===== config.mk =====
export PLATFORM = sky130hd
export DESIGN_NAME = psram_qpi_ctrl
export DESIGN_NICKNAME = d
export VERILOG_FILES = /design/src/rtl/psram_qpi_ctrl.sv
export SDC_FILE = /design/constraint.sdc
export NUM_CORES = 1
export LEC_CHECK = 0
export ABC_AREA = 1
export BUFFER_PORTS_ARGS = -buffer_cell sky130_fd_sc_hd__buf_2
export CORE_MARGIN = 3
export CORE_UTILIZATION = 42
export DETAILED_ROUTE_END_ITERATION = 8
export PLACE_DENSITY = 0.69
export REMOVE_ABC_BUFFERS = 1
export SYNTH_ARGS = -nofsm -noshare
export SYNTH_HDL_FRONTEND = slang
export SYNTH_SLANG_ARGS = --single-unit

===== constraint.sdc =====
create_clock -name mem_clk -period 2 [get_ports mem_clk]
set_input_delay 0.2 -clock mem_clk [delete_from_list [all_inputs] [get_ports mem_clk]]
set_output_delay 0.2 -clock mem_clk [all_outputs]
set_load 0.05 [all_outputs]

===== src/rtl/psram_qpi_ctrl.sv =====
`default_nettype none
// ============================================================================
// Module   : psram_qpi_ctrl
// Brief    : QPI PSRAM controller: power-up delay, SPI reset/enter-QPI, then
//            single-burst QPI reads/writes behind a valid/ready request port.
//            Define PSRAM_AUTO_INIT_EN to start initialisation right after reset.
// Revision : 1.0 - initial release
// ============================================================================
module psram_qpi_ctrl #(
    parameter int DATA_W      = 16,
    parameter int INIT_CYCLES = 12800,
    parameter int READ_WAIT   = 6
) (
    input  logic              mem_clk,
    input  logic              rst_n,
    input  logic              init_start,
    output logic              init_done,
    input  logic              req_valid,
    output logic              req_ready,
    input  logic              req_we,
    input  logic [23:0]       req_addr,
    input  logic [DATA_W-1:0] req_wdata,
    output logic              rsp_valid,
    output logic [DATA_W-1:0] rsp_rdata,
    output logic              mem_ce,
    output logic [3:0]        mem_sio_o,
    output logic [3:0]        mem_sio_oe,
    input  logic [3:0]        mem_sio_i
);

    localparam int c_nibbles = DATA_W / 4;
    localparam int c_dly_w   = $clog2(INIT_CYCLES + 1);
    localparam int c_ph_max  = (READ_WAIT > 8) ?
                               ((READ_WAIT > c_nibbles) ? READ_WAIT : c_nibbles) :
                               ((c_nibbles > 8) ? c_nibbles : 8);
    localparam int c_ph_w    = $clog2(c_ph_max + 1);

    localparam logic [c_dly_w-1:0] c_dly_last  = c_dly_w'(INIT_CYCLES - 1);
    localparam logic [c_ph_w-1:0]  c_spi_last  = c_ph_w'(7);
    localparam logic [c_ph_w-1:0]  c_cmd_last  = c_ph_w'(1);
    localparam logic [c_ph_w-1:0]  c_addr_last = c_ph_w'(5);
    localparam logic [c_ph_w-1:0]  c_wait_last = c_ph_w'(READ_WAIT - 1);
    localparam logic [c_ph_w-1:0]  c_nib_last  = c_ph_w'(c_nibbles - 1);

    localparam logic [7:0] c_qpi_write = 8'h38;
    localparam logic [7:0] c_qpi_read  = 8'hEB;

    typedef enum logic [3:0] {
        S_WAIT_START = 4'd0,
        S_DELAY      = 4'd1,
        S_SPI_CMD    = 4'd2,
        S_SPI_GAP    = 4'd3,
        S_IDLE       = 4'd4,
        S_Q_CMD      = 4'd5,
        S_Q_ADDR     = 4'd6,
        S_Q_WAIT     = 4'd7,
        S_Q_DATA     = 4'd8,
        S_Q_GAP      = 4'd9
    } state_t;

    // Reset-enable, reset, enter-QPI, sent in that order over single-bit SPI.
    function automatic logic [7:0] spi_cmd(input logic [1:0] idx);
        case (idx)
            2'd0:    spi_cmd = 8'h66;
            2'd1:    spi_cmd = 8'h99;
            default: spi_cmd = 8'h35;
        endcase
    endfunction

    state_t              r_state;
    logic [c_dly_w-1:0]  r_dly_cnt;
    logic [c_ph_w-1:0]   r_ph_cnt;
    logic [1:0]          r_spi_idx;
    logic [7:0]          r_spi_sr;
    logic [27:0]         r_tx_sr;
    logic                r_we;
    logic [DATA_W-1:0]   r_wd_sr;
    logic [DATA_W-1:0]   r_rd_sr;

    logic                w_start;
    logic [7:0]          w_spi_first;
    logic [7:0]          w_spi_next;
    logic [3:0]          w_wd_top;
    logic [DATA_W-1:0]   w_rd_next;

`ifdef PSRAM_AUTO_INIT_EN
    logic w_unused_init_start;
    assign w_unused_init_start = init_start;
    assign w_start             = 1'b1;
`else
    assign w_start = init_start;
`endif

    assign w_spi_first = spi_cmd(2'd0);
    assign w_spi_next  = spi_cmd(r_spi_idx + 2'd1);
    assign w_wd_top    = r_wd_sr[DATA_W-1 -: 4];
    assign w_rd_next   = (r_rd_sr << 4) | DATA_W'(mem_sio_i);

    // All pad and handshake outputs are registered; each branch loads the
    // values the next cycle must present.
    always_ff @(posedge mem_clk or negedge rst_n) begin
        if (!rst_n) begin
            r_state    <= S_WAIT_START;
            r_dly_cnt  <= '0;
            r_ph_cnt   <= '0;
            r_spi_idx  <= '0;
            r_spi_sr   <= '0;
            r_tx_sr    <= '0;
            r_we       <= 1'b0;
            r_wd_sr    <= '0;
            r_rd_sr    <= '0;
            init_done  <= 1'b0;
            req_ready  <= 1'b0;
            rsp_valid  <= 1'b0;
            rsp_rdata  <= '0;
            mem_ce     <= 1'b1;
            mem_sio_o  <= 4'h0;
            mem_sio_oe <= 4'h0;
        end else begin
            rsp_valid <= 1'b0;
            case (r_state)
                S_WAIT_START: begin
                    if (w_start) begin
                        r_state   <= S_DELAY;
                        r_dly_cnt <= '0;
                    end
                end
                S_DELAY: begin
                    if (r_dly_cnt == c_dly_last) begin
                        r_state    <= S_SPI_CMD;
                        r_spi_idx  <= 2'd0;
                        r_ph_cnt   <= '0;
                        mem_ce     <= 1'b0;
                        mem_sio_oe <= 4'b0001;
                        mem_sio_o  <= {3'b000, w_spi_first[7]};
                        r_spi_sr   <= {w_spi_first[6:0], 1'b0};
                    end else begin
                        r_dly_cnt <= r_dly_cnt + 1'b1;
                    end
                end
                S_SPI_CMD: begin
                    if (r_ph_cnt == c_spi_last) begin
                        r_state    <= S_SPI_GAP;
                        mem_ce     <= 1'b1;
                        mem_sio_oe <= 4'h0;
                        mem_sio_o  <= 4'h0;
                    end else begin
                        r_ph_cnt  <= r_ph_cnt + 1'b1;
                        mem_sio_o <= {3'b000, r_spi_sr[7]};
                        r_spi_sr  <= {r_spi_sr[6:0], 1'b0};
                    end
                end
                S_SPI_GAP: begin
                    if (r_spi_idx == 2'd2) begin
                        r_state   <= S_IDLE;
                        init_done <= 1'b1;
                        req_ready <= 1'b1;
                    end else begin
                        r_state    <= S_SPI_CMD;
                        r_spi_idx  <= r_spi_idx + 2'd1;
                        r_ph_cnt   <= '0;
                        mem_ce     <= 1'b0;
                        mem_sio_oe <= 4'b0001;
                        mem_sio_o  <= {3'b000, w_spi_next[7]};
                        r_spi_sr   <= {w_spi_next[6:0], 1'b0};
                    end
                end
                S_IDLE: begin
                    if (req_valid) begin
                        r_state    <= S_Q_CMD;
                        req_ready  <= 1'b0;
                        r_we       <= req_we;
                        r_wd_sr    <= req_wdata;
                        r_ph_cnt   <= '0;
                        mem_ce     <= 1'b0;
                        mem_sio_oe <= 4'hF;
                        mem_sio_o  <= req_we ? c_qpi_write[7:4] : c_qpi_read[7:4];
                        r_tx_sr    <= {(req_we ? c_qpi_write[3:0] : c_qpi_read[3:0]), req_addr};
                    end
                end
                S_Q_CMD: begin
                    mem_sio_o <= r_tx_sr[27:24];
                    r_tx_sr   <= r_tx_sr << 4;
                    if (r_ph_cnt == c_cmd_last) begin
                        r_state  <= S_Q_ADDR;
                        r_ph_cnt <= '0;
                    end else begin
                        r_ph_cnt <= r_ph_cnt + 1'b1;
                    end
                end
                S_Q_ADDR: begin
                    if (r_ph_cnt == c_addr_last) begin
                        r_ph_cnt <= '0;
                        if (r_we) begin
                            r_state   <= S_Q_DATA;
                            mem_sio_o <= w_wd_top;
                            r_wd_sr   <= r_wd_sr << 4;
                        end else begin
                            r_state    <= (READ_WAIT == 0) ? S_Q_DATA : S_Q_WAIT;
                            mem_sio_oe <= 4'h0;
                            mem_sio_o  <= 4'h0;
                        end
                    end else begin
                        r_ph_cnt  <= r_ph_cnt + 1'b1;
                        mem_sio_o <= r_tx_sr[27:24];
                        r_tx_sr   <= r_tx_sr << 4;
                    end
                end
                S_Q_WAIT: begin
                    if (r_ph_cnt == c_wait_last) begin
                        r_state  <= S_Q_DATA;
                        r_ph_cnt <= '0;
                    end else begin
                        r_ph_cnt <= r_ph_cnt + 1'b1;
                    end
                end
                S_Q_DATA: begin
                    if (r_we) begin
                        if (r_ph_cnt == c_nib_last) begin
                            r_state    <= S_Q_GAP;
                            mem_ce     <= 1'b1;
                            mem_sio_oe <= 4'h0;
                            mem_sio_o  <= 4'h0;
                        end else begin
                            r_ph_cnt  <= r_ph_cnt + 1'b1;
                            mem_sio_o <= w_wd_top;
                            r_wd_sr   <= r_wd_sr << 4;
                        end
                    end else begin
                        // The device launches on the inverted clock, so each
                        // nibble is stable by this block's rising edge.
                        r_rd_sr <= w_rd_next;
                        if (r_ph_cnt == c_nib_last) begin
                            r_state   <= S_Q_GAP;
                            mem_ce    <= 1'b1;
                            rsp_valid <= 1'b1;
                            rsp_rdata <= w_rd_next;
                        end else begin
                            r_ph_cnt <= r_ph_cnt + 1'b1;
                        end
                    end
                end
                S_Q_GAP: begin
                    r_state   <= S_IDLE;
                    req_ready <= 1'b1;
                end
                default: begin
                    r_state    <= S_WAIT_START;
                    mem_ce     <= 1'b1;
                    mem_sio_oe <= 4'h0;
                    mem_sio_o  <= 4'h0;
                end
            endcase
        end
    end

endmodule
`default_nettype wire


==> flow_summary.ini, run 1 <==
[status]
run_status = completed

[layout]
seqCellArea_um2 = 2850
final_nets = 916
synthToLayoutAreaGrowth_pct = 23.7
drive_gt1_frac = 0.179
multi_input_area_um2 = 2470
final_util = 0.545
fill_cells = 1234
antenna_cells = 0
fin_area_um2 = 7070

[logic_synthesis]
yosys.area_share.simple = 0.307
synth_mux_area_frac = 0
synth_common_cells = nand2_1 (311), dfrtp_1 (113), o21ai_0 (96)
yosysTopAreaCell = dfrtp_1
synth-adder-area-share = 0.0153
synthTopCellsByArea = dfrtp_1 (49%), nand2_1 (20%), o21ai_0 (8.4%)
synth_seq_cells = 114
synth_top_flop_cell = dfrtp_1
synth-xor-area-share = 0.00766
avgSynthCellArea_um2 = 7.54
synth.most_common_cell = nand2_1
ys_warn_count = 0
synthDistinctLibCells = 32
synth_compound_area_frac = 0.101
synth_edf_count = 0
syn_area_um2 = 5720
synth_top_area_share = 0.495
synth_top_family_by_area = simple AND/OR/NAND/NOR gates
syn_inst = 758
synth_seq_area_share = 0.499
async_flop_share = 1.00

[timing]
fin_skew_ps = 9.68
tns_ps = 0
min_period_ps = 1840
rsz0062_at_grt = false
slew_headroom = 0.615
hold_viol = 0
tightest_slew_ps = 575
final-setup-viol-count = 0
finalCritPeriodShare = 0.918
fmax_ghz = 0.545
drv_slew = 0

[power]
p_int_w = 0.00609
switching_power_w = 0.00407
ir_worst_vdd_uv = 880
swShare = 0.401
comb_power_share = 0.380
power_density_nw_per_um2 = 1440
p_seq_frac = 0.336
clkPwrFrac = 0.284
p_leak_nw = 3.73

[clock_tree]
clock-sinks = 114
cts_tree = built
numCtsBuffers = 17
cts_root_buffer = clkbuf_16
clk_pin_slew_ps = 50
cts.path.max_buffers = 2
clk_latency_ps = 420
htree_num_levels = 4

[setup_path]
crit-reg2reg-capture = r_spi_sr[1]
critPathKind = reg -> reg
crit_path_end_kind = register
critPathSlowestCell = dfrtp_1
crit_top_cell = nand2_1
worstPathMaxFanout = 10
cp_cell_sequence = inv_2, nand2_4, nand2_1, a31oi_1, nand2_2, nand2_1, o21ai_0
start_kind = register
crit_arrival_ps = 2120
r2r-start = r_state[1]
r2r_cells = 7
cpPeakStageDelay_ps = 550
rrSetupSlack_ps = 160
worstPathRequired_ps = 2280
startpoint = r_state[1]
endpoint = r_spi_sr[1]

[hold_path]
hold_path_class = in -> reg

[placed_design]
postPlaceCellArea_um2 = 6410
port_buffers = 76
dpl.hpwl_mm = 9.15
gp_congestion = 0.945

[job]
maxCapViolations = 0

[floorplanning]
rows = 41
num_io_pins = 77
dieWidth_um = 123
start_util = 0.440
die_area_um2 = 15000
core-area_um2 = 13000
die_h_um = 123

[global_routing]
antenna_found_initial = 0
gr-total-overflow = 0
grt_max_degree = 46
grt.total_usage = 0.189
grt_pass1_vias = 4726
grt_pass1_wl_mm = 22.4

[routing]
dr.pass1.iters = 5
drt_iter0_drc = 346
drcViolationCount = 0
wl_per_cell_um = 12.5
vias = 5078
postRouteAntennaNets = 0
viasPerCell = 4.86
postRouteWirelength_mm = 13.1
worst max-delay path: cells and delay by family (launching register included):
family,cells,cell delay [ps]
AND/OR/NAND/NOR,4,520
AO/OA/AOI/OAI,2,540
flip-flops,1,550
buffers and inverters,1,90
per-stage QoR:
step | std cells | setup slack (ps) | hold WS [ps] | total power [W]
floorplan | 736 | 62.2 | -95.6 | 0.00601
global placement | 1004 | 204 | 219 | 0.00718
detailed placement | 1004 | 134 | 218 | 0.00722
CTS | 1041 | 118 | 2.29 | 0.0102
global route | 1045 | 4.59 | 17.2 | 0.0110
finish | 1045 | 165 | 26.5 | 0.0102
registers in the layout (all words and copies together), names as in the netlist:
name / count
r_dly_cnt: 14
rsp_rdata: 16
r_wd_sr: 16
mem_ce: 1
r_spi_idx: 2
r_tx_sr: 28
init_done: 1
r_spi_sr: 7
rsp_valid: 1
mem_sio_o: 4
req_ready: 1
mem_sio_oe: 2
r_ph_cnt: 4
r_state: 4
r_we: 1
r_rd_sr: 12
cell usage in the layout, fill, tap and decap left out, drive strengths merged, types with 2 or more instances in the layout:
cell type and instances:
dlygate4sd3 6, nand3 43, o31ai 3, nand4 7, nor2 48, inv 75
o21ai 97, buf 98, nand2 317, a21oi 7, xor2 5, or2 2
dfrtp 113, clkinv 6, nor3 6, clkbuf 21, ha 7, clkinvlp 4
power by group through the flow:
stage | Combinational (W) | Clock (W) | Sequential [W]
2_1_floorplan | 0.00237 | 0 | 0.00364
5_1_grt | 0.00442 | 0.00305 | 0.00350
3_5_place_dp | 0.00378 | 0 | 0.00344
4_1_cts | 0.00382 | 0.00295 | 0.00341
6_report | 0.00386 | 0.00289 | 0.00341
3_3_place_gp | 0.00375 | 0 | 0.00343
area by class of cell:
| type | instances | area share |
|---|---|---|
| Clock buffer | 21 | 0.0665 |
| Clock inverter | 11 | 0.0149 |
| Inverter | 75 | 0.0402 |
| Multi-Input combinational cell | 548 | 0.349 |
| Sequential cell | 114 | 0.404 |
| Tap cell | 172 | 0.0304 |
| Timing Repair Buffer | 104 | 0.0949 |
worst min-delay path by stage:
stage                     to  cells past startpoint         start
2_1_floorplan      init_done                      0         rst_n
3_3_place_gp   rsp_rdata[11]                      1         rst_n
3_5_place_dp   rsp_rdata[15]                      1         rst_n
4_1_cts                 r_we                      2     req_valid
5_1_grt           r_rd_sr[1]                      3  mem_sio_i[1]
6_report          r_rd_sr[1]                      3  mem_sio_i[1]
repair_timing:
action	4_1_cts	5_1_grt
resized for setup	0	1
hold endpoints to repair	40	1
buffers inserted	0	2
hold buffers	5	1
setup endpoints to repair	0	8
kinds of logic (layout without fill, tap and decap cells):
family	Yosys count	in the layout
xor+xnor	5	5
flops	114	114
compound gates	112	112
simple gates	423	424
buf+inv	97	211
fa+ha+maj	7	7
per-layer routing:
metal | vias up | part of all wire | global-route usage
met1 | 2301 | 0.47 | 0.264
met2 | 152 | 0.45 | 0.279
met3 | 17 | 0.060 | 0.0512
li1 | 2608 | - | -
met5 | - | 0 | 0
met4 | 0 | 0.013 | 0.0721
Note: power is estimated with default switching activity, not from simulation.
==> run 2: changes to the inputs <==
--- a/config.mk
+++ b/config.mk
@@ -7,10 +7,12 @@
 export LEC_CHECK = 0
 export ABC_AREA = 1
 export BUFFER_PORTS_ARGS = -buffer_cell sky130_fd_sc_hd__buf_2
+export CAP_MARGIN = 20
+export CORE_ASPECT_RATIO = 0.5
 export CORE_MARGIN = 3
-export CORE_UTILIZATION = 42
+export CORE_UTILIZATION = 58
 export DETAILED_ROUTE_END_ITERATION = 8
-export PLACE_DENSITY = 0.69
+export PLACE_DENSITY = 0.88
 export REMOVE_ABC_BUFFERS = 1
 export SYNTH_ARGS = -nofsm -noshare
 export SYNTH_HDL_FRONTEND = slang
==> run 2 against run 1 <==
Against the previous run: design area shrank 0.87%; sequential power about the same; cell count shrank 4.3%; non-clock buffer count is 2 lower; die area is 26% lower; highest routed layer unchanged; clock-buffer cell count decreased by 3; sequential share of layout area grew 0.37 points; first-iteration DRC count grew 5.5%; global-route usage up 6.7 points; largest cell class unchanged.
==> flow_summary.ini, run 2 (same netlist as run 1, synthesis figures left out) <==
[setup_path]
critPathKind = reg -> reg
crit_path_end_kind = register
cp_cell_sequence = ha_1, nand2_1, nor2_2, nand2_1, nor2_4, nor2_4, nor2_4, buf_12, nand2_1, nand2_1, nand2_1
endpoint = mem_sio_o[0]
worstPathMaxFanout = 8
start_kind = register
critPathSlowestCell = dfrtp_2
crit_arrival_ps = 2150
rrSetupSlack_ps = 150
worstPathRequired_ps = 2300
cpPeakStageDelay_ps = 410
r2r-start = r_dly_cnt[0]
crit-reg2reg-capture = mem_sio_o[0]
r2r_cells = 11
crit_top_cell = nand2_1
startpoint = r_dly_cnt[0]

[layout]
antenna_cells = 0
fin_area_um2 = 7010
final_cell_mix = nand2_1 (309), dfrtp_1 (112), o21ai_0 (96)
layout.cells.most_common = nand2_1
final_util = 0.768
final_nets = 913
top_regs = r_tx_sr: 28 flops, r_wd_sr: 16 flops, rsp_rdata: 16 flops
synthToLayoutAreaGrowth_pct = 22.6
largest_register = r_tx_sr
drive_gt1_frac = 0.185
stdcell_count = 1000
largest_reg_flops = 28

[timing]
rsz0062_at_grt = true
fin_skew_ps = 9.48
finalCritPeriodShare = 0.924
slew_headroom = 0.646
fmax_ghz = 0.541
hold_viol = 0
drv_slew = 0
min_period_ps = 1850
final-setup-viol-count = 0
tightest_slew_ps = 525

[floorplanning]
start_util = 0.626
dieWidth_um = 146
die_h_um = 76.2
num_io_pins = 77
rows = 24
core-area_um2 = 9130
die_area_um2 = 11200

[status]
run_status = completed

[placed_design]
dp.cells = 963
postPlaceCellArea_um2 = 6350
gp_congestion = 0.956
port_buffers = 76
dpl.hpwl_mm = 9.11

[hold_path]
hold_path_class = in -> reg
min_from = req_addr[2]

[power]
p_seq_frac = 0.334
power_density_nw_per_um2 = 1470
p_int_w = 0.00610
switching_power_w = 0.00419
comb_power_share = 0.386
swShare = 0.407
p_leak_nw = 3.72
clkPwrFrac = 0.280
fin_total_pwr_w = 0.0103
ir_worst_vdd_uv = 804

[clock_tree]
htree_num_levels = 4
clk_latency_ps = 410
cts_root_buffer = clkbuf_16
cts.path.max_buffers = 2
clk_pin_slew_ps = 60
cts_tree = built
numCtsBuffers = 17
clock-sinks = 114

[global_routing]
grtUsageMet2 = 0.412
grt_use_met3 = 0.0695
antenna_found_initial = 0
gr-total-overflow = 0
grt_pass1_vias = 4905
grt_max_degree = 46
grt.total_usage = 0.255
grt_busiest_layer = met2
grt_pass1_wl_mm = 23.1
gr-usage-met1 = 0.335

[routing]
postRouteAntennaNets = 0
postRouteWirelength_mm = 13.5
drcViolationCount = 0
wl_per_cell_um = 13.5
vias = 5180
viasPerCell = 5.18
dr.pass1.iters = 4
drt_iter0_drc = 365

[job]
maxCapViolations = 0
==> run 2: cell count changes in the layout (fill, tap and decap cells not counted), moves of 2 or more <==
cell / change
nand2_1: -2
dlygate4sd3_1: -2
nand2_2: +2
inv_6: +2
inv_4: +2
inv_2: -2
clkbuf_8: -2
==> run 2: power by group through the flow <==
stage / Combinational, W / Sequential, W / Clock [W]
2_1_floorplan: 0.00237 / 0.00364 / 0
3_3_place_gp: 0.00370 / 0.00342 / 0
3_5_place_dp: 0.00381 / 0.00345 / 0
4_1_cts: 0.00388 / 0.00343 / 0.00291
5_1_grt: 0.00449 / 0.00351 / 0.00305
6_report: 0.00398 / 0.00344 / 0.00288
==> run 2: how the worst min path moves through the flow <==
stage,to,slack [ps],depth (start not counted)
after floorplan,init_done,-100,0
after global placement,r_wd_sr[5],210,1
after detailed placement,r_wd_sr[5],210,1
after CTS,r_tx_sr[2],2,3
after global routing,r_rd_sr[2],10,3
final,r_tx_sr[2],6,3
==> run 2: cell type report <==
| type | instances | area (um2) |
|---|---|---|
| Sequential cell | 114 | 2860 |
| Multi-Input combinational cell | 547 | 2480 |
| Fill cell | 647 | 2120 |
| Timing Repair Buffer | 102 | 651 |
| Clock buffer | 18 | 439 |
| Inverter | 75 | 289 |
| Tap cell | 130 | 163 |
| Clock inverter | 14 | 131 |
==> run 2: worst max-delay path, delay by kind of cell (launching register included) <==
kind / cells / cell delay [ps]
and+or+nand+nor: 9 / 980
adders and majority gates: 1 / 200
buffers and inverters: 1 / 140
DFF: 1 / 410
==> run 2: what timing repair did <==
action	in CTS	in global routing
setup endpoints to repair	0	47
hold buffers	3	1
setup buffers	0	1
gates resized for setup	0	9
hold endpoints to repair	37	1
==> run 2: stage by stage <==
step                      TNS, ps  hold slack (ps)  worst slack [ps]
after global routing       -0.707             11.4            -0.707
after CTS                       0             1.83              66.0
after global placement          0              207               125
final                           0             5.68               151
after floorplan                 0            -95.6              62.2
after detailed placement        0              209              88.2
==> run 2: layer usage <==
metal  routed length (um)  up-vias
met5                    0        -
met1                 5990     2410
met2                 6470      152
li1                     -     2594
met3                  809       24
met4                  217        0
